### config.mk
export PLATFORM = sky130hd
export DESIGN_NAME = nybble_fetch
export DESIGN_NICKNAME = d
export VERILOG_FILES = /design/src/rtl/nybble_pkg.sv /design/src/rtl/nybble_fetch_fifo.sv /design/src/rtl/nybble_fetch.sv
export SDC_FILE = /design/constraint.sdc
export NUM_CORES = 1
export LEC_CHECK = 0
export BUFFER_PORTS_ARGS = -buffer_cell sky130_fd_sc_hd__buf_2
export CORE_MARGIN = 2
export CORE_UTILIZATION = 38
export DETAILED_ROUTE_END_ITERATION = 8
export REMOVE_ABC_BUFFERS = 1
export SLEW_MARGIN = 25
export SYNTH_ARGS = -nofsm -noshare
export SYNTH_HDL_FRONTEND = slang
export SYNTH_HIERARCHICAL = 1
export SYNTH_SLANG_ARGS = --single-unit
### constraint.sdc
create_clock -name clock -period 7.6 [get_ports clock]
set_input_delay 1.52 -clock clock [delete_from_list [all_inputs] [get_ports clock]]
set_output_delay 1.52 -clock clock [all_outputs]
set_load 0.1 [all_outputs]
### src/rtl/nybble_pkg.sv
// nybble_pkg: widths, opcode set and fetch-queue entry type shared by the
// nybble Forth core and its instruction prefetch stage.
package nybble_pkg;

    localparam int ADDR_W     = 16;
    localparam int MEM_ADDR_W = 12;
    localparam int BYTE_W     = 8;

    // Core opcode set; the prefetch stage passes these through untouched.
    typedef enum logic [3:0] {
        OP_NOOP    = 4'd0,
        OP_CALL    = 4'd1,
        OP_EXIT    = 4'd2,
        OP_ZBRANCH = 4'd3,
        OP_STORE   = 4'd4,
        OP_FETCH   = 4'd5,
        OP_CSTORE  = 4'd6,
        OP_CFETCH  = 4'd7,
        OP_LIT     = 4'd8,
        OP_ADD     = 4'd9,
        OP_NAND    = 4'd10,
        OP_TOR     = 4'd11,
        OP_RFROM   = 4'd12
    } opcode_e;

    // One queued program byte together with the address it was read from.
    typedef struct packed {
        logic [BYTE_W-1:0] data;
        logic [ADDR_W-1:0] pc;
    } fetch_entry_t;

endpackage

### src/rtl/nybble_fetch_fifo.sv
// nybble_fetch_fifo: synchronous FIFO of fetch_entry_t with occupancy output
// and a single-cycle clear used to flush the queue on a redirect.
module nybble_fetch_fifo
    import nybble_pkg::*;
#(
    parameter int DEPTH = 4,
    parameter int CNT_W = $clog2(DEPTH + 1)
) (
    input  logic                clk_i,
    input  logic                rst_i,
    input  logic                clear_i,
    input  logic                push_i,
    input  fetch_entry_t        push_entry_i,
    input  logic                pop_i,
    output fetch_entry_t        head_o,
    output logic [CNT_W-1:0]    count_o
);

    localparam int PTR_W = (DEPTH > 1) ? $clog2(DEPTH) : 1;
    localparam logic [CNT_W-1:0] FULL = CNT_W'(DEPTH);
    localparam logic [PTR_W-1:0] LAST = PTR_W'(DEPTH - 1);

    fetch_entry_t       mem_q [DEPTH];
    logic [PTR_W-1:0]   rd_ptr_q, rd_ptr_d;
    logic [PTR_W-1:0]   wr_ptr_q, wr_ptr_d;
    logic [CNT_W-1:0]   count_q, count_d;
    logic               do_push, do_pop;

    // Pointers wrap explicitly so DEPTH need not be a power of two.
    function automatic logic [PTR_W-1:0] ptr_inc(input logic [PTR_W-1:0] p);
        return (p == LAST) ? '0 : p + 1'b1;
    endfunction

    // Next-state pointers and occupancy; clear wins over push and pop.
    always_comb begin
        do_pop   = pop_i && (count_q != '0);
        do_push  = push_i && ((count_q != FULL) || do_pop);
        rd_ptr_d = rd_ptr_q;
        wr_ptr_d = wr_ptr_q;
        count_d  = count_q;
        if (clear_i) begin
            rd_ptr_d = '0;
            wr_ptr_d = '0;
            count_d  = '0;
        end else begin
            if (do_push) wr_ptr_d = ptr_inc(wr_ptr_q);
            if (do_pop)  rd_ptr_d = ptr_inc(rd_ptr_q);
            if (do_push && !do_pop)
                count_d = count_q + 1'b1;
            else if (!do_push && do_pop)
                count_d = count_q - 1'b1;
        end
    end

    // Control state: pointers and occupancy, reset to empty.
    always_ff @(posedge clk_i) begin
        if (rst_i) begin
            rd_ptr_q <= '0;
            wr_ptr_q <= '0;
            count_q  <= '0;
        end else begin
            rd_ptr_q <= rd_ptr_d;
            wr_ptr_q <= wr_ptr_d;
            count_q  <= count_d;
        end
    end

    // Entry storage carries no reset; only occupied slots are ever read.
    always_ff @(posedge clk_i) begin
        if (do_push && !clear_i)
            mem_q[wr_ptr_q] <= push_entry_i;
    end

    assign head_o  = mem_q[rd_ptr_q];
    assign count_o = count_q;

endmodule

### src/rtl/nybble_fetch.sv
// nybble_fetch: instruction-byte prefetch for the nybble Forth core.
// Issues sequential reads to the 4 KiB synchronous byte memory, tracks the
// single in-flight read, queues returned bytes and restarts on redirect.
// Optional macro NYBBLE_FETCH_TRACE_EN enables a simulation-only trace of
// delivered bytes and redirects; behaviour is otherwise identical.
module nybble_fetch
    import nybble_pkg::*;
#(
    parameter int                DEPTH    = 4,
    parameter logic [ADDR_W-1:0] RESET_PC = 16'h0000
) (
    input  logic                  clock,
    input  logic                  reset,
    input  logic                  redirect,
    input  logic [ADDR_W-1:0]     redirect_pc,
    output logic                  mem_rd_en,
    output logic [MEM_ADDR_W-1:0] mem_addr,
    input  logic [BYTE_W-1:0]     mem_rdata,
    output logic                  out_valid,
    input  logic                  out_ready,
    output logic [BYTE_W-1:0]     out_byte,
    output logic [ADDR_W-1:0]     out_pc
);

    localparam int CNT_W = $clog2(DEPTH + 1);
    localparam logic [CNT_W:0] DEPTH_OCC = (CNT_W + 1)'(DEPTH);

    logic [ADDR_W-1:0] fetch_pc_q, fetch_pc_d;
    logic              inflight_q, inflight_d;
    logic [ADDR_W-1:0] inflight_pc_q;
    logic [CNT_W-1:0]  count;
    logic [CNT_W:0]    occupancy;
    logic              push, pop;
    fetch_entry_t      push_entry, head;

    // Issue only when the queue has room for every byte already requested.
    always_comb begin
        occupancy       = {1'b0, count} + {{CNT_W{1'b0}}, inflight_q};
        mem_rd_en       = !reset && !redirect && (occupancy < DEPTH_OCC);
        mem_addr        = fetch_pc_q[MEM_ADDR_W-1:0];
        out_valid       = (count != '0);
        pop             = out_valid && out_ready;
        push            = inflight_q && !redirect && !reset;
        push_entry.data = mem_rdata;
        push_entry.pc   = inflight_pc_q;
        out_byte        = head.data;
        out_pc          = head.pc;
        inflight_d      = mem_rd_en;
        fetch_pc_d      = fetch_pc_q;
        if (redirect)
            fetch_pc_d = redirect_pc;
        else if (mem_rd_en)
            fetch_pc_d = fetch_pc_q + 1'b1;
    end

    // Fetch address and in-flight flag; redirect drops any returning byte.
    always_ff @(posedge clock) begin
        if (reset) begin
            fetch_pc_q <= RESET_PC;
            inflight_q <= 1'b0;
        end else begin
            fetch_pc_q <= fetch_pc_d;
            inflight_q <= inflight_d;
        end
    end

    // Address tag of the outstanding read, paired with its data on return.
    always_ff @(posedge clock) begin
        if (mem_rd_en)
            inflight_pc_q <= fetch_pc_q;
    end

    nybble_fetch_fifo #(
        .DEPTH (DEPTH),
        .CNT_W (CNT_W)
    ) u_fifo (
        .clk_i        (clock),
        .rst_i        (reset),
        .clear_i      (redirect),
        .push_i       (push),
        .push_entry_i (push_entry),
        .pop_i        (pop),
        .head_o       (head),
        .count_o      (count)
    );

`ifdef NYBBLE_FETCH_TRACE_EN
    // Simulation trace of every delivered byte and every redirect.
    always @(posedge clock) begin
        if (!reset && pop)
            $write("F %04x %02x ", out_pc, out_byte);
        if (!reset && redirect)
            $display("REDIRECT %04x", redirect_pc);
    end
`endif

endmodule

==> flow_summary.html, run 1 <==
<table>
<tr><th>Metric</th><th>Value</th></tr>
<tr><th colspan="2">Synth</th></tr>
<tr><td>Post-Syn Instances</td><td>332</td></tr>
<tr><td>Netlist Area Pre-Place</td><td>5562 µm²</td></tr>
<tr><td>Ranking of synthesized cells by area</td><td>edfxtp_1, mux4_2, dfxtp_1</td></tr>
<tr><td>Mux share of post-synthesis cell area</td><td>0.1064</td></tr>
<tr><td>Simple-Gate Fraction of Synth Area</td><td>0.06907</td></tr>
<tr><td>Post-synth EDFFs</td><td>112</td></tr>
<tr><td>Warnings from Yosys</td><td>6</td></tr>
<tr><td>Area fraction of the dominant cell type after synthesis</td><td>0.6047</td></tr>
<tr><td>Combinational family with the most area after synthesis</td><td>multiplexers</td></tr>
<tr><td>Complex-gate fraction of the synthesized area</td><td>0.05962</td></tr>
<tr><td>Synthesized-area fraction occupied by xor and xnor cells</td><td>0.007874</td></tr>
<tr><td>Flip-flop and latch count after synthesis</td><td>138</td></tr>
<tr><td>Number of distinct library cell variants in the gate-level netlist after synthesis</td><td>48</td></tr>
<tr><td>Synthesized-area fraction occupied by adder cells</td><td>0.01935</td></tr>
<tr><td>Top FF cell, synth</td><td>edfxtp_1</td></tr>
<tr><td>Sequential share of the synthesized area</td><td>0.6983</td></tr>
<tr><td>Cell accounting for the most synthesized area</td><td>edfxtp_1</td></tr>
<tr><td>Share of synthesized registers carrying an async set or reset</td><td>0</td></tr>
<tr><td>Syn_area_per_cell</td><td>approximately 17 µm²</td></tr>
<tr><th colspan="2">Global route</th></tr>
<tr><td>Number of antenna violations at the first check in global routing</td><td>0</td></tr>
<tr><td>Vias in the first global route</td><td>3226</td></tr>
<tr><td>Global-route layer with the greatest usage</td><td>met2</td></tr>
<tr><td>GRT met1 Usage</td><td>0.1801</td></tr>
<tr><td>Met2 usage</td><td>0.2263</td></tr>
<tr><td>Total global-route track usage</td><td>0.1427</td></tr>
<tr><td>GRT Residual Overflow</td><td>0</td></tr>
<tr><td>Maximum number of pins on one net before global-route repair</td><td>29</td></tr>
<tr><td>Met3 track demand over resource</td><td>0.04493</td></tr>
<tr><td>First-pass GRT wire length</td><td>17.08 mm</td></tr>
<tr><th colspan="2">Route</th></tr>
<tr><td>Post-route DRC</td><td>0</td></tr>
<tr><td>Via/cell ratio</td><td>5.159</td></tr>
<tr><td>DRC violation total after the first TritonRoute iteration</td><td>~180</td></tr>
<tr><td>Antenna Nets Post-Route</td><td>0</td></tr>
<tr><td>Pre-antenna DRT Iters</td><td>4</td></tr>
<tr><td>Post-detailed-routing wire length</td><td>10.61 mm</td></tr>
<tr><td>Number of vias in the routed layout</td><td>about 3000</td></tr>
<tr><td>Drt wl/cell</td><td>17.92 µm</td></tr>
<tr><th colspan="2">STA</th></tr>
<tr><td>Worst clock skew on the final layout</td><td>10.06 ps</td></tr>
<tr><td>Setup TNS after final layout</td><td>0 ps</td></tr>
<tr><td>Relative slew slack</td><td>0.3181</td></tr>
<tr><td>Tightest Pin Transition</td><td>between 1000 and 1500 ps</td></tr>
<tr><td>Slew Limit Fails</td><td>0</td></tr>
<tr><td>Peak Freq</td><td>0.1832 GHz</td></tr>
<tr><td>Final-layout worst hold slack</td><td>roughly 480 ps</td></tr>
<tr><td>Final min period</td><td>5457 ps</td></tr>
<tr><td>Endpoints failing setup</td><td>0</td></tr>
<tr><td>Portion of the clock cycle consumed by the worst path in the final layout</td><td>0.7181</td></tr>
<tr><td>Setup repair after global routing missed its margin</td><td>false</td></tr>
<tr><td>Final hold violation count</td><td>0</td></tr>
<tr><th colspan="2">Pwr</th></tr>
<tr><td>Switching power</td><td>0.3909 mW</td></tr>
<tr><td>Worst supply voltage drop on vdd</td><td>0.0001623 V</td></tr>
<tr><td>Share of total power consumed by net switching</td><td>0.2182</td></tr>
<tr><td>Part of the total power dissipated in the clock network</td><td>0.476</td></tr>
<tr><td>Combinational share of power</td><td>0.052</td></tr>
<tr><td>Portion of total power attributed to sequential cells</td><td>0.472</td></tr>
<tr><td>Leakage power of the design</td><td>2.266 nW</td></tr>
<tr><td>Cell Pwr Density</td><td>around 270 nW/µm²</td></tr>
<tr><td>Tot Pwr</td><td>1.791 mW</td></tr>
<tr><td>Internal portion of total power</td><td>1.401 mW</td></tr>
<tr><th colspan="2">Floorplanning</th></tr>
<tr><td>Core Footprint</td><td>14420 µm²</td></tr>
<tr><td>Die X</td><td>roughly 120 µm</td></tr>
<tr><td>I/O pin count</td><td>66</td></tr>
<tr><td>Number of standard-cell rows in the floorplan</td><td>44</td></tr>
<tr><td>Die height</td><td>roughly 120 µm</td></tr>
<tr><td>Die area</td><td>between 15000 and 20000 µm²</td></tr>
<tr><td>Starting Density</td><td>0.3856</td></tr>
<tr><th colspan="2">Clocking</th></tr>
<tr><td>Worst-path clk slew</td><td>roughly 50 ps</td></tr>
<tr><td>Max Buffers Root-to-Sink</td><td>2</td></tr>
<tr><td>CTS H-tree depth</td><td>4</td></tr>
<tr><td>Clk_lat worst skew</td><td>410 ps</td></tr>
<tr><td>Buffer type at the clock tree root</td><td>clkbuf_16</td></tr>
<tr><td>Num CTS Buffers</td><td>17</td></tr>
<tr><td>Cts repair resizes</td><td>0</td></tr>
<tr><td>Number of clock sinks</td><td>~140</td></tr>
<tr><td>Count of hold-fix buffers inserted at cts</td><td>0</td></tr>
<tr><td>Clock tree from TritonCTS</td><td>yes</td></tr>
<tr><td>Setup Buffers After CTS</td><td>0</td></tr>
<tr><th colspan="2">Finish</th></tr>
<tr><td>Area growth from synthesis to layout</td><td>19.08%</td></tr>
<tr><td>Commonest cells after routing, fill and taps aside</td><td>edfxtp_1, buf_2, dfxtp_1</td></tr>
<tr><td>Layout cells sized above 1</td><td>0.3333</td></tr>
<tr><td>Commonest non-fill, non-tap cell in the layout</td><td>edfxtp_1</td></tr>
<tr><td>Number of standard cells in the final layout excluding fillers</td><td>between 500 and 600</td></tr>
<tr><td>Number of antenna cells inserted</td><td>0</td></tr>
<tr><td>Number of nets in the final layout</td><td>432</td></tr>
<tr><th colspan="2">Place</th></tr>
<tr><td>Gp weighted congestion</td><td>about 0.83</td></tr>
<tr><td>Count of input and output buffers</td><td>65</td></tr>
<tr><td>Number of placed instances with taps included</td><td>around 560</td></tr>
<tr><td>HPWL reported at the end of detailed placement</td><td>6.859 mm</td></tr>
<tr><th colspan="2">Flow run</th></tr>
<tr><td>Maximum capacitance violations</td><td>0</td></tr>
<tr><th colspan="2">Worst hold path</th></tr>
<tr><td>Type of the tightest min-delay check</td><td>register to register</td></tr>
<tr><th colspan="2">Setup path</th></tr>
<tr><td>Crit Path Category</td><td>input pin to output port</td></tr>
<tr><td>Maximum fanout count along the critical path</td><td>28</td></tr>
<tr><td>Category of the worst setup path capture point</td><td>output port</td></tr>
<tr><td>Data arrival, critical path</td><td>about 3900 ps</td></tr>
<tr><td>Critical path launch point type</td><td>input pin</td></tr>
<tr><td>Worst EP required</td><td>6080 ps</td></tr>
<tr><th colspan="2">Outcome</th></tr>
<tr><td>Outcome</td><td>finished, final reports clean</td></tr>
</table>
[state kept, by name (all words and copies together) (netlist names), named ones only]
register	cells
inflight_pc_q	16
fetch_pc_q	16
u_fifo/rd_ptr_q	2
inflight_q	1
u_fifo/mem_q	96
u_fifo/count_o	3
u_fifo/wr_ptr_q	2
[cell usage after synthesis, types with 6 or more instances]
master / number
and2_1: 7
mux4_2: 24
a31oi_1: 8
buf_4: 12
nor2_1: 7
a21oi_1: 9
dfxtp_1: 26
edfxtp_1: 112
nand3_1: 6
inv_1: 11
ha_1: 7
o211ai_1: 7
nand2_1: 20
[path summary, 6_finish.rpt]
| kind | startpoint | end | slack [ps] | cells after the start |
|---|---|---|---|---|
| worst max-delay path | redirect | mem_rd_en | 2140 | 5 |
| worst min register to register | fetch_pc_q[15] | inflight_pc_q[15] | 480 | 0 |
| worst min-delay path | fetch_pc_q[15] | inflight_pc_q[15] | 480 | 0 |
| worst max register to register | u_fifo/count_o[1] | u_fifo/count_o[2] | 4840 | 10 |
[cells by family after synthesis]
group,count (synthesis)
AOI/OAI and AO/OA,45
DFF,138
muxes,29
xor gates and xnor gates,5
buffers and inverters,37
adders and majority gates,8
and+or+nand+nor,70
[power groups by stage]
stage	registers, mW	clock network (mW)	logic, mW
floorplan	0.886	0	0.0384
global placement	0.861	0	0.0927
detailed placement	0.862	0	0.0936
CTS	0.846	0.872	0.0939
global route	0.848	0.905	0.0987
finish	0.846	0.852	0.0931
[critical path, stage by stage]
cell and delay (ps):
buf_2 250, or3_4 470, or2_4 330, inv_1 770
buf_2 570
[per-stage QoR]
step,setup WS (ps),area (µm²),util
final,2143,6623,0.4591
after global routing,2037,6623,0.4591
after CTS,2156,6623,0.4591
after detailed placement,2161,6002,0.4161
after global placement,2213,6002,0.4161
after floorplan,2797,5388,-
[cell type report]
cell class | count | area (µm²)
Clock inverter | 14 | 195.2
Inverter | 12 | 45.04
Fill cell | 1262 | 7801
Sequential cell | 138 | 3885
Multi-Input combinational cell | 157 | 1479
Timing Repair Buffer | 70 | 362.8
Tap cell | 184 | 230.2
Clock buffer | 17 | 425.4
[metal layers]
layer | up-vias | routed length (µm)
li1 | 1433 | -
met1 | 1522 | 4765
met2 | 84 | 5092
met3 | 15 | 493
met4 | 0 | 260
met5 | - | 0
(Power assumes the default switching activity.)
==> run 2, diff against run 1 <==
Clock period 7.6 ns to 5.3 ns, I/O delays scaled along.
==> flow_summary.html, run 2 (synthesis gave the netlist of run 1 again) <==
<table>
<tr><th>Metric</th><th>Value</th></tr>
<tr><th colspan="2">Outcome</th></tr>
<tr><td>Outcome</td><td>finished, final reports clean</td></tr>
<tr><th colspan="2">Clocking</th></tr>
<tr><td>Cts repair resizes</td><td>0</td></tr>
<tr><td>Buffer type at the clock tree root</td><td>clkbuf_16</td></tr>
<tr><td>Clk_lat worst skew</td><td>410 ps</td></tr>
<tr><td>Max Buffers Root-to-Sink</td><td>2</td></tr>
<tr><td>Number of clock sinks</td><td>roughly 140</td></tr>
<tr><td>Count of hold-fix buffers inserted at cts</td><td>0</td></tr>
<tr><td>Setup Buffers After CTS</td><td>0</td></tr>
<tr><td>CTS H-tree depth</td><td>4</td></tr>
<tr><td>Worst-path clk slew</td><td>roughly 50 ps</td></tr>
<tr><td>Clock tree from TritonCTS</td><td>yes</td></tr>
<tr><td>Num CTS Buffers</td><td>17</td></tr>
<tr><th colspan="2">Setup path</th></tr>
<tr><td>Critical register-to-register path startpoint</td><td>u_fifo/count_o[1]</td></tr>
<tr><td>CP endpoint</td><td>mem_rd_en</td></tr>
<tr><td>Crit Path Category</td><td>input pin to output port</td></tr>
<tr><td>Worst EP required</td><td>4240 ps</td></tr>
<tr><td>Maximum fanout count along the critical path</td><td>28</td></tr>
<tr><td>Capturing point of the worst reg2reg path</td><td>u_fifo/count_o[2]</td></tr>
<tr><td>Category of the worst setup path capture point</td><td>output port</td></tr>
<tr><td>Worst Setup SP</td><td>reset</td></tr>
<tr><td>Critical path launch point type</td><td>input pin</td></tr>
<tr><td>Worst r2r path cells</td><td>10</td></tr>
<tr><td>Reg-to-reg slack, setup</td><td>approximately 2500 ps</td></tr>
<tr><td>Data arrival, critical path</td><td>2970 ps</td></tr>
<tr><th colspan="2">Finish</th></tr>
<tr><td>Number of nets in the final layout</td><td>434</td></tr>
<tr><td>Commonest non-fill, non-tap cell in the layout</td><td>edfxtp_1</td></tr>
<tr><td>End-of-flow core utilization</td><td>0.4561</td></tr>
<tr><td>Largest registers</td><td>u_fifo/mem_q (96), fetch_pc_q (16), inflight_pc_q (16)</td></tr>
<tr><td>Area growth from synthesis to layout</td><td>18.29%</td></tr>
<tr><td>Number of standard cells in the final layout excluding fillers</td><td>roughly 600</td></tr>
<tr><td>Layout cells sized above 1</td><td>0.3260</td></tr>
<tr><td>Number of fill cells</td><td>1251</td></tr>
<tr><td>Combined area of the multi-input logic cells</td><td>1479 µm²</td></tr>
<tr><td>Number of flip-flops under the largest register name</td><td>96</td></tr>
<tr><td>Seq. cell area</td><td>3885 µm²</td></tr>
<tr><td>Register bank with the most flops</td><td>u_fifo/mem_q</td></tr>
<tr><td>Number of antenna cells inserted</td><td>0</td></tr>
<tr><td>Design Area, Final</td><td>between 6000 and 7000 µm²</td></tr>
<tr><td>Commonest cells after routing, fill and taps aside</td><td>edfxtp_1, buf_2, dfxtp_1</td></tr>
<tr><th colspan="2">Floorplanning</th></tr>
<tr><td>Core Footprint</td><td>14420 µm²</td></tr>
<tr><td>Die X</td><td>125.0 µm</td></tr>
<tr><td>Number of standard-cell rows in the floorplan</td><td>44</td></tr>
<tr><td>I/O pin count</td><td>between 60 and 70</td></tr>
<tr><td>Die height</td><td>between 100 and 150 µm</td></tr>
<tr><td>Die area</td><td>approximately 16000 µm²</td></tr>
<tr><td>Starting Density</td><td>0.3856</td></tr>
<tr><th colspan="2">STA</th></tr>
<tr><td>Relative slew slack</td><td>0.3927</td></tr>
<tr><td>Setup TNS after final layout</td><td>0 ps</td></tr>
<tr><td>Endpoints failing setup</td><td>0</td></tr>
<tr><td>Worst clock skew on the final layout</td><td>8.137 ps</td></tr>
<tr><td>Tightest Pin Transition</td><td>910.9 ps</td></tr>
<tr><td>Peak Freq</td><td>0.2478 GHz</td></tr>
<tr><td>Setup repair after global routing missed its margin</td><td>false</td></tr>
<tr><td>Final hold violation count</td><td>0</td></tr>
<tr><td>Slew Limit Fails</td><td>0</td></tr>
<tr><td>Portion of the clock cycle consumed by the worst path in the final layout</td><td>0.7613</td></tr>
<tr><td>Final min period</td><td>around 4000 ps</td></tr>
<tr><td>Setup slack after layout</td><td>between 1000 and 1500 ps</td></tr>
<tr><th colspan="2">Worst hold path</th></tr>
<tr><td>Type of the tightest min-delay check</td><td>register to register</td></tr>
<tr><th colspan="2">Route</th></tr>
<tr><td>Top Layer Used</td><td>met4</td></tr>
<tr><td>Antenna Nets Post-Route</td><td>0</td></tr>
<tr><td>Number of vias in the routed layout</td><td>between 3000 and 4000</td></tr>
<tr><td>DRC violation total after the first TritonRoute iteration</td><td>roughly 300</td></tr>
<tr><td>Post-route met1 wirelength</td><td>4.872 mm</td></tr>
<tr><td>Met2 routed WL</td><td>5.331 mm</td></tr>
<tr><td>Via/cell ratio</td><td>5.259</td></tr>
<tr><td>Drt wl/cell</td><td>between 15 and 20 µm</td></tr>
<tr><td>Met3 Wirelength</td><td>568 µm</td></tr>
<tr><td>Post-detailed-routing wire length</td><td>10.96 mm</td></tr>
<tr><td>Post-route DRC</td><td>0</td></tr>
<tr><td>Pre-antenna DRT Iters</td><td>7</td></tr>
<tr><th colspan="2">Place</th></tr>
<tr><td>Count of input and output buffers</td><td>65</td></tr>
<tr><td>Gp weighted congestion</td><td>0.8235</td></tr>
<tr><td>Area after DPL</td><td>6017 µm²</td></tr>
<tr><td>Number of placed instances with taps included</td><td>563</td></tr>
<tr><td>HPWL reported at the end of detailed placement</td><td>roughly 7 mm</td></tr>
<tr><td>Dpl ws</td><td>around 1300 ps</td></tr>
<tr><th colspan="2">Global route</th></tr>
<tr><td>Number of antenna violations at the first check in global routing</td><td>0</td></tr>
<tr><td>Total global-route track usage</td><td>0.1488</td></tr>
<tr><td>Vias in the first global route</td><td>3189</td></tr>
<tr><td>First-pass GRT wire length</td><td>17.71 mm</td></tr>
<tr><td>Maximum number of pins on one net before global-route repair</td><td>29</td></tr>
<tr><td>GRT Residual Overflow</td><td>0</td></tr>
<tr><th colspan="2">Pwr</th></tr>
<tr><td>Leakage power of the design</td><td>~2.2 nW</td></tr>
<tr><td>Worst supply voltage drop on vdd</td><td>0.0002052 V</td></tr>
<tr><td>Cell Pwr Density</td><td>375.2 nW/µm²</td></tr>
<tr><th colspan="2">Flow run</th></tr>
<tr><td>Maximum capacitance violations</td><td>0</td></tr>
</table>
[run 2: worst min path at each step]
stage,start,end,slack [ps],cells past startpoint
final,fetch_pc_q[15],inflight_pc_q[15],480,0
after detailed placement,fetch_pc_q[15],inflight_pc_q[15],470,0
after floorplan,fetch_pc_q[15],inflight_pc_q[15],440,0
after global placement,fetch_pc_q[15],inflight_pc_q[15],470,0
after global routing,inflight_pc_q[11],u_fifo/mem_q[0][11],520,0
after CTS,fetch_pc_q[15],inflight_pc_q[15],490,0
[run 2: routing by layer]
layer	GRT usage	up-vias
met5	0	-
met4	0.04641	0
met3	0.04621	22
met2	0.2350	117
met1	0.1988	1553
li1	-	1437
[run 2: report_power, final]
part | internal (mW) | switching [mW]
Sequential | 1.19 | 0.0239
Combinational | 0.0324 | 0.103
Clock | 0.705 | 0.414
[run 2: cell type report]
type	count	share of cell area
Timing Repair Buffer	72	0.05744
Sequential cell	138	0.5905
Inverter	12	0.006847
Multi-Input combinational cell	157	0.2248
Tap cell	184	0.03499
Clock inverter	7	0.01464
Clock buffer	25	0.07075
[run 2: through the flow]
stage / hold slack, ps / power, mW
after floorplan: 438.1 / 1.325
after global placement: 469.4 / 1.369
after detailed placement: 472.1 / 1.372
after CTS: 485.2 / 2.494
after global routing: 519.3 / 2.559
final: 484.4 / 2.468
[run 2: worst max-delay path, stage by stage]
cell and delay [ps]:
buf_2 220, or3_4 440, or2_4 330, inv_1 80
buf_4 340, buf_2 500
==> run 3, diff against run 2 <==
Settings changed: ABC_AREA from default to 1.
Clock period 5.3 ns to 3.95 ns, I/O delays scaled along.
==> flow_summary.html, run 3 <==
<table>
<tr><th>Metric</th><th>Value</th></tr>
<tr><th colspan="2">Global route</th></tr>
<tr><td>GRT Residual Overflow</td><td>0</td></tr>
<tr><td>Maximum number of pins on one net before global-route repair</td><td>31</td></tr>
<tr><td>Vias in the first global route</td><td>around 3800</td></tr>
<tr><td>Total global-route track usage</td><td>0.1496</td></tr>
<tr><td>First-pass GRT wire length</td><td>19.11 mm</td></tr>
<tr><td>Number of antenna violations at the first check in global routing</td><td>0</td></tr>
<tr><th colspan="2">STA</th></tr>
<tr><td>Worst clock skew on the final layout</td><td>8.492 ps</td></tr>
<tr><td>Tightest Pin Transition</td><td>903.9 ps</td></tr>
<tr><td>Portion of the clock cycle consumed by the worst path in the final layout</td><td>0.8140</td></tr>
<tr><td>Peak Freq</td><td>~0.31 GHz</td></tr>
<tr><td>Endpoints failing setup</td><td>0</td></tr>
<tr><td>Relative slew slack</td><td>0.3966</td></tr>
<tr><td>Final hold violation count</td><td>0</td></tr>
<tr><td>Setup TNS after final layout</td><td>0 ps</td></tr>
<tr><td>Setup repair after global routing missed its margin</td><td>false</td></tr>
<tr><td>Slew Limit Fails</td><td>0</td></tr>
<tr><td>Final min period</td><td>around 3200 ps</td></tr>
<tr><td>Final-layout worst hold slack</td><td>478.7 ps</td></tr>
<tr><th colspan="2">Floorplanning</th></tr>
<tr><td>Number of standard-cell rows in the floorplan</td><td>46</td></tr>
<tr><td>Die X</td><td>130.1 µm</td></tr>
<tr><td>Die height</td><td>~130 µm</td></tr>
<tr><td>Core Footprint</td><td>15710 µm²</td></tr>
<tr><td>Starting Density</td><td>0.3846</td></tr>
<tr><td>Die area</td><td>16930 µm²</td></tr>
<tr><td>I/O pin count</td><td>66</td></tr>
<tr><th colspan="2">Clocking</th></tr>
<tr><td>Number of clock sinks</td><td>around 140</td></tr>
<tr><td>Setup Buffers After CTS</td><td>0</td></tr>
<tr><td>Clk_lat worst skew</td><td>410 ps</td></tr>
<tr><td>Num CTS Buffers</td><td>17</td></tr>
<tr><td>Buffer type at the clock tree root</td><td>clkbuf_16</td></tr>
<tr><td>Clock tree from TritonCTS</td><td>yes</td></tr>
<tr><td>Max Buffers Root-to-Sink</td><td>2</td></tr>
<tr><td>Worst-path clk slew</td><td>50 ps</td></tr>
<tr><td>CTS H-tree depth</td><td>4</td></tr>
<tr><td>Count of hold-fix buffers inserted at cts</td><td>0</td></tr>
<tr><td>Cts repair resizes</td><td>0</td></tr>
<tr><th colspan="2">Worst hold path</th></tr>
<tr><td>Start point of the worst hold path</td><td>fetch_pc_q[15]</td></tr>
<tr><td>Instance count along the most critical hold path</td><td>0</td></tr>
<tr><td>Type of the tightest min-delay check</td><td>register to register</td></tr>
<tr><td>Hold EP</td><td>inflight_pc_q[15]</td></tr>
<tr><th colspan="2">Finish</th></tr>
<tr><td>Largest registers</td><td>u_fifo/mem_q (96), fetch_pc_q (16), inflight_pc_q (16)</td></tr>
<tr><td>Number of flip-flops under the largest register name</td><td>96</td></tr>
<tr><td>Commonest cells after routing, fill and taps aside</td><td>edfxtp_1, buf_2, nand2_1</td></tr>
<tr><td>Commonest non-fill, non-tap cell in the layout</td><td>edfxtp_1</td></tr>
<tr><td>Number of fill cells</td><td>approximately 1400</td></tr>
<tr><td>Area growth from synthesis to layout</td><td>16.58%</td></tr>
<tr><td>Register bank with the most flops</td><td>u_fifo/mem_q</td></tr>
<tr><td>Layout cells sized above 1</td><td>0.2826</td></tr>
<tr><td>Number of nets in the final layout</td><td>621</td></tr>
<tr><td>Number of antenna cells inserted</td><td>0</td></tr>
<tr><td>End-of-flow core utilization</td><td>0.4484</td></tr>
<tr><th colspan="2">Route</th></tr>
<tr><td>Number of vias in the routed layout</td><td>3811</td></tr>
<tr><td>DRC violation total after the first TritonRoute iteration</td><td>281</td></tr>
<tr><td>Post-detailed-routing wire length</td><td>~12 mm</td></tr>
<tr><td>Post-route DRC</td><td>0</td></tr>
<tr><td>Via/cell ratio</td><td>4.682</td></tr>
<tr><td>Pre-antenna DRT Iters</td><td>4</td></tr>
<tr><td>Drt wl/cell</td><td>14.57 µm</td></tr>
<tr><td>Antenna Nets Post-Route</td><td>0</td></tr>
<tr><th colspan="2">Pwr</th></tr>
<tr><td>Combinational share of power</td><td>0.059</td></tr>
<tr><td>Leakage power of the design</td><td>2.624 nW</td></tr>
<tr><td>Portion of total power attributed to sequential cells</td><td>0.489</td></tr>
<tr><td>Worst supply voltage drop on vdd</td><td>0.0003008 V</td></tr>
<tr><td>Part of the total power dissipated in the clock network</td><td>0.452</td></tr>
<tr><td>Cell Pwr Density</td><td>472.1 nW/µm²</td></tr>
<tr><td>Switching power</td><td>slightly above 0.7 mW</td></tr>
<tr><td>Internal portion of total power</td><td>2.600 mW</td></tr>
<tr><td>Share of total power consumed by net switching</td><td>0.2184</td></tr>
<tr><th colspan="2">Outcome</th></tr>
<tr><td>Outcome</td><td>finished, final reports clean</td></tr>
<tr><th colspan="2">Flow run</th></tr>
<tr><td>Maximum capacitance violations</td><td>0</td></tr>
<tr><th colspan="2">Synth</th></tr>
<tr><td>Flip-flop and latch count after synthesis</td><td>138</td></tr>
<tr><td>Ranking of synthesized cells by area</td><td>edfxtp_1, dfxtp_1, o22ai_2</td></tr>
<tr><td>Warnings from Yosys</td><td>6</td></tr>
<tr><td>Sequential share of the synthesized area</td><td>0.6427</td></tr>
<tr><td>Netlist Area Pre-Place</td><td>6043 µm²</td></tr>
<tr><td>Post-synth EDFFs</td><td>between 100 and 150</td></tr>
<tr><td>Top FF cell, synth</td><td>edfxtp_1</td></tr>
<tr><td>Number of distinct library cell variants in the gate-level netlist after synthesis</td><td>36</td></tr>
<tr><td>Share of synthesized registers carrying an async set or reset</td><td>0</td></tr>
<tr><td>Cell with the most instances after synthesis</td><td>edfxtp_1</td></tr>
<tr><td>Cell accounting for the most synthesized area</td><td>edfxtp_1</td></tr>
<tr><td>Most frequent cells after synthesis</td><td>edfxtp_1, nand2_1, nor2_1</td></tr>
<tr><td>Area fraction of the dominant cell type after synthesis</td><td>0.5565</td></tr>
<tr><td>Post-Syn Instances</td><td>525</td></tr>
<tr><td>Syn_area_per_cell</td><td>11.51 µm²</td></tr>
<tr><th colspan="2">Setup path</th></tr>
<tr><td>Category of the worst setup path capture point</td><td>output port</td></tr>
<tr><td>Critical path launch point type</td><td>register</td></tr>
<tr><td>Critical register-to-register path startpoint</td><td>u_fifo/count_o[0]</td></tr>
<tr><td>Worst EP required</td><td>around 3200 ps</td></tr>
<tr><td>Cell breakdown of the critical path</td><td>inv_2 &gt; o21ai_0 &gt; o22ai_2 &gt; buf_2</td></tr>
<tr><td>Crit-path leading delay family</td><td>flip-flops</td></tr>
<tr><td>Maximum fanout count along the critical path</td><td>25</td></tr>
<tr><td>Crit Path Category</td><td>register to output port</td></tr>
<tr><td>Worst r2r path cells</td><td>7</td></tr>
<tr><td>Data arrival, critical path</td><td>about 2400 ps</td></tr>
<tr><td>Crit-path max cell delay</td><td>900 ps</td></tr>
<tr><td>Master of the slowest instance on the critical path</td><td>dfxtp_1</td></tr>
<tr><td>Reg-to-reg slack, setup</td><td>1380 ps</td></tr>
<tr><td>Capturing point of the worst reg2reg path</td><td>u_fifo/mem_q[2][22]</td></tr>
<tr><td>Buf+Inv Stages, Crit Path</td><td>2</td></tr>
<tr><th colspan="2">Place</th></tr>
<tr><td>Gp weighted congestion</td><td>around 0.8</td></tr>
<tr><td>HPWL reported at the end of detailed placement</td><td>7.666 mm</td></tr>
<tr><td>Count of input and output buffers</td><td>65</td></tr>
</table>
run 3: cell types whose count changed in the layout (fill, tap and decap cells not counted), sizes merged, moves of 21 or more:
cell / delta
nor2: +77
o21ai: +63
inv: +40
nand2: +40
mux4: -24
nand3: +21
run 3: worst register-to-register path: cells and delay by family, from the launching register on:
kind                   cells  cell delay, ps
and+or+nand+nor            4             950
buffers and inverters      1             340
AOI/OAI and AO/OA          2             530
DFF                        1             440
run 3: worst max-delay path by stage:
stage / end / slack (ps) / depth (start not counted)
after floorplan: out_byte[0] / 260 / 3
after global placement: u_fifo/mem_q[2][19] / 940 / 8
after detailed placement: u_fifo/mem_q[2][21] / 810 / 8
after CTS: out_pc[7] / 690 / 4
after global routing: out_pc[4] / 530 / 4
final: out_pc[4] / 730 / 4
run 3: stage by stage:
stage,worst slack [ps],area [µm²],total power [mW],cells
after detailed placement,812.0,6462,1.853,782
after CTS,690.8,7046,3.355,814
final,734.5,7046,3.326,814
after floorplan,262.2,5797,1.794,493
after global routing,529.3,7046,3.434,814
after global placement,936.5,6462,1.848,782
run 3: final cells by class:
| type | instances | area (µm²) | share of cell area |
|---|---|---|---|
| Clock buffer | 26 | 553.0 | 0.07849 |
| Clock inverter | 6 | 30.03 | 0.004262 |
| Inverter | 53 | 203.9 | 0.02895 |
| Multi-Input combinational cell | 302 | 1719 | 0.2440 |
| Sequential cell | 138 | 3884 | 0.5512 |
| Tap cell | 216 | 270.3 | 0.03836 |
| Timing Repair Buffer | 73 | 385.4 | 0.05470 |
run 3: routing by layer:
| layer | vias up | share of wire | GRT usage | wire (µm) |
|---|---|---|---|---|
| met5 | - | 0 | 0 | 0 |
| met4 | 0 | 0.015 | 0.05629 | 176 |
| met3 | 14 | 0.042 | 0.03854 | 495 |
| met2 | 82 | 0.48 | 0.2442 | 5671 |
| met1 | 1791 | 0.47 | 0.1927 | 5517 |
| li1 | 1924 | - | - | - |
run 3: cell families after synthesis:
| logic type | count (synthesis) | synth area share |
|---|---|---|
| AO/OA/AOI/OAI | 112 | 0.1230 |
| XOR/XNOR | 5 | 0.007246 |
| AND/OR/NAND/NOR | 177 | 0.1348 |
| flip-flops | 138 | 0.6427 |
| buffers and inverters | 85 | 0.07453 |
| adder cells (fa/ha/maj) | 8 | 0.01780 |
run 3: power groups by stage:
stage	Clock, mW	Combinational (mW)	Sequential, mW
global route	1.59	0.210	1.63
detailed placement	0	0.196	1.66
global placement	0	0.193	1.66
finish	1.50	0.195	1.63
CTS	1.53	0.197	1.63
floorplan	0	0.0881	1.71
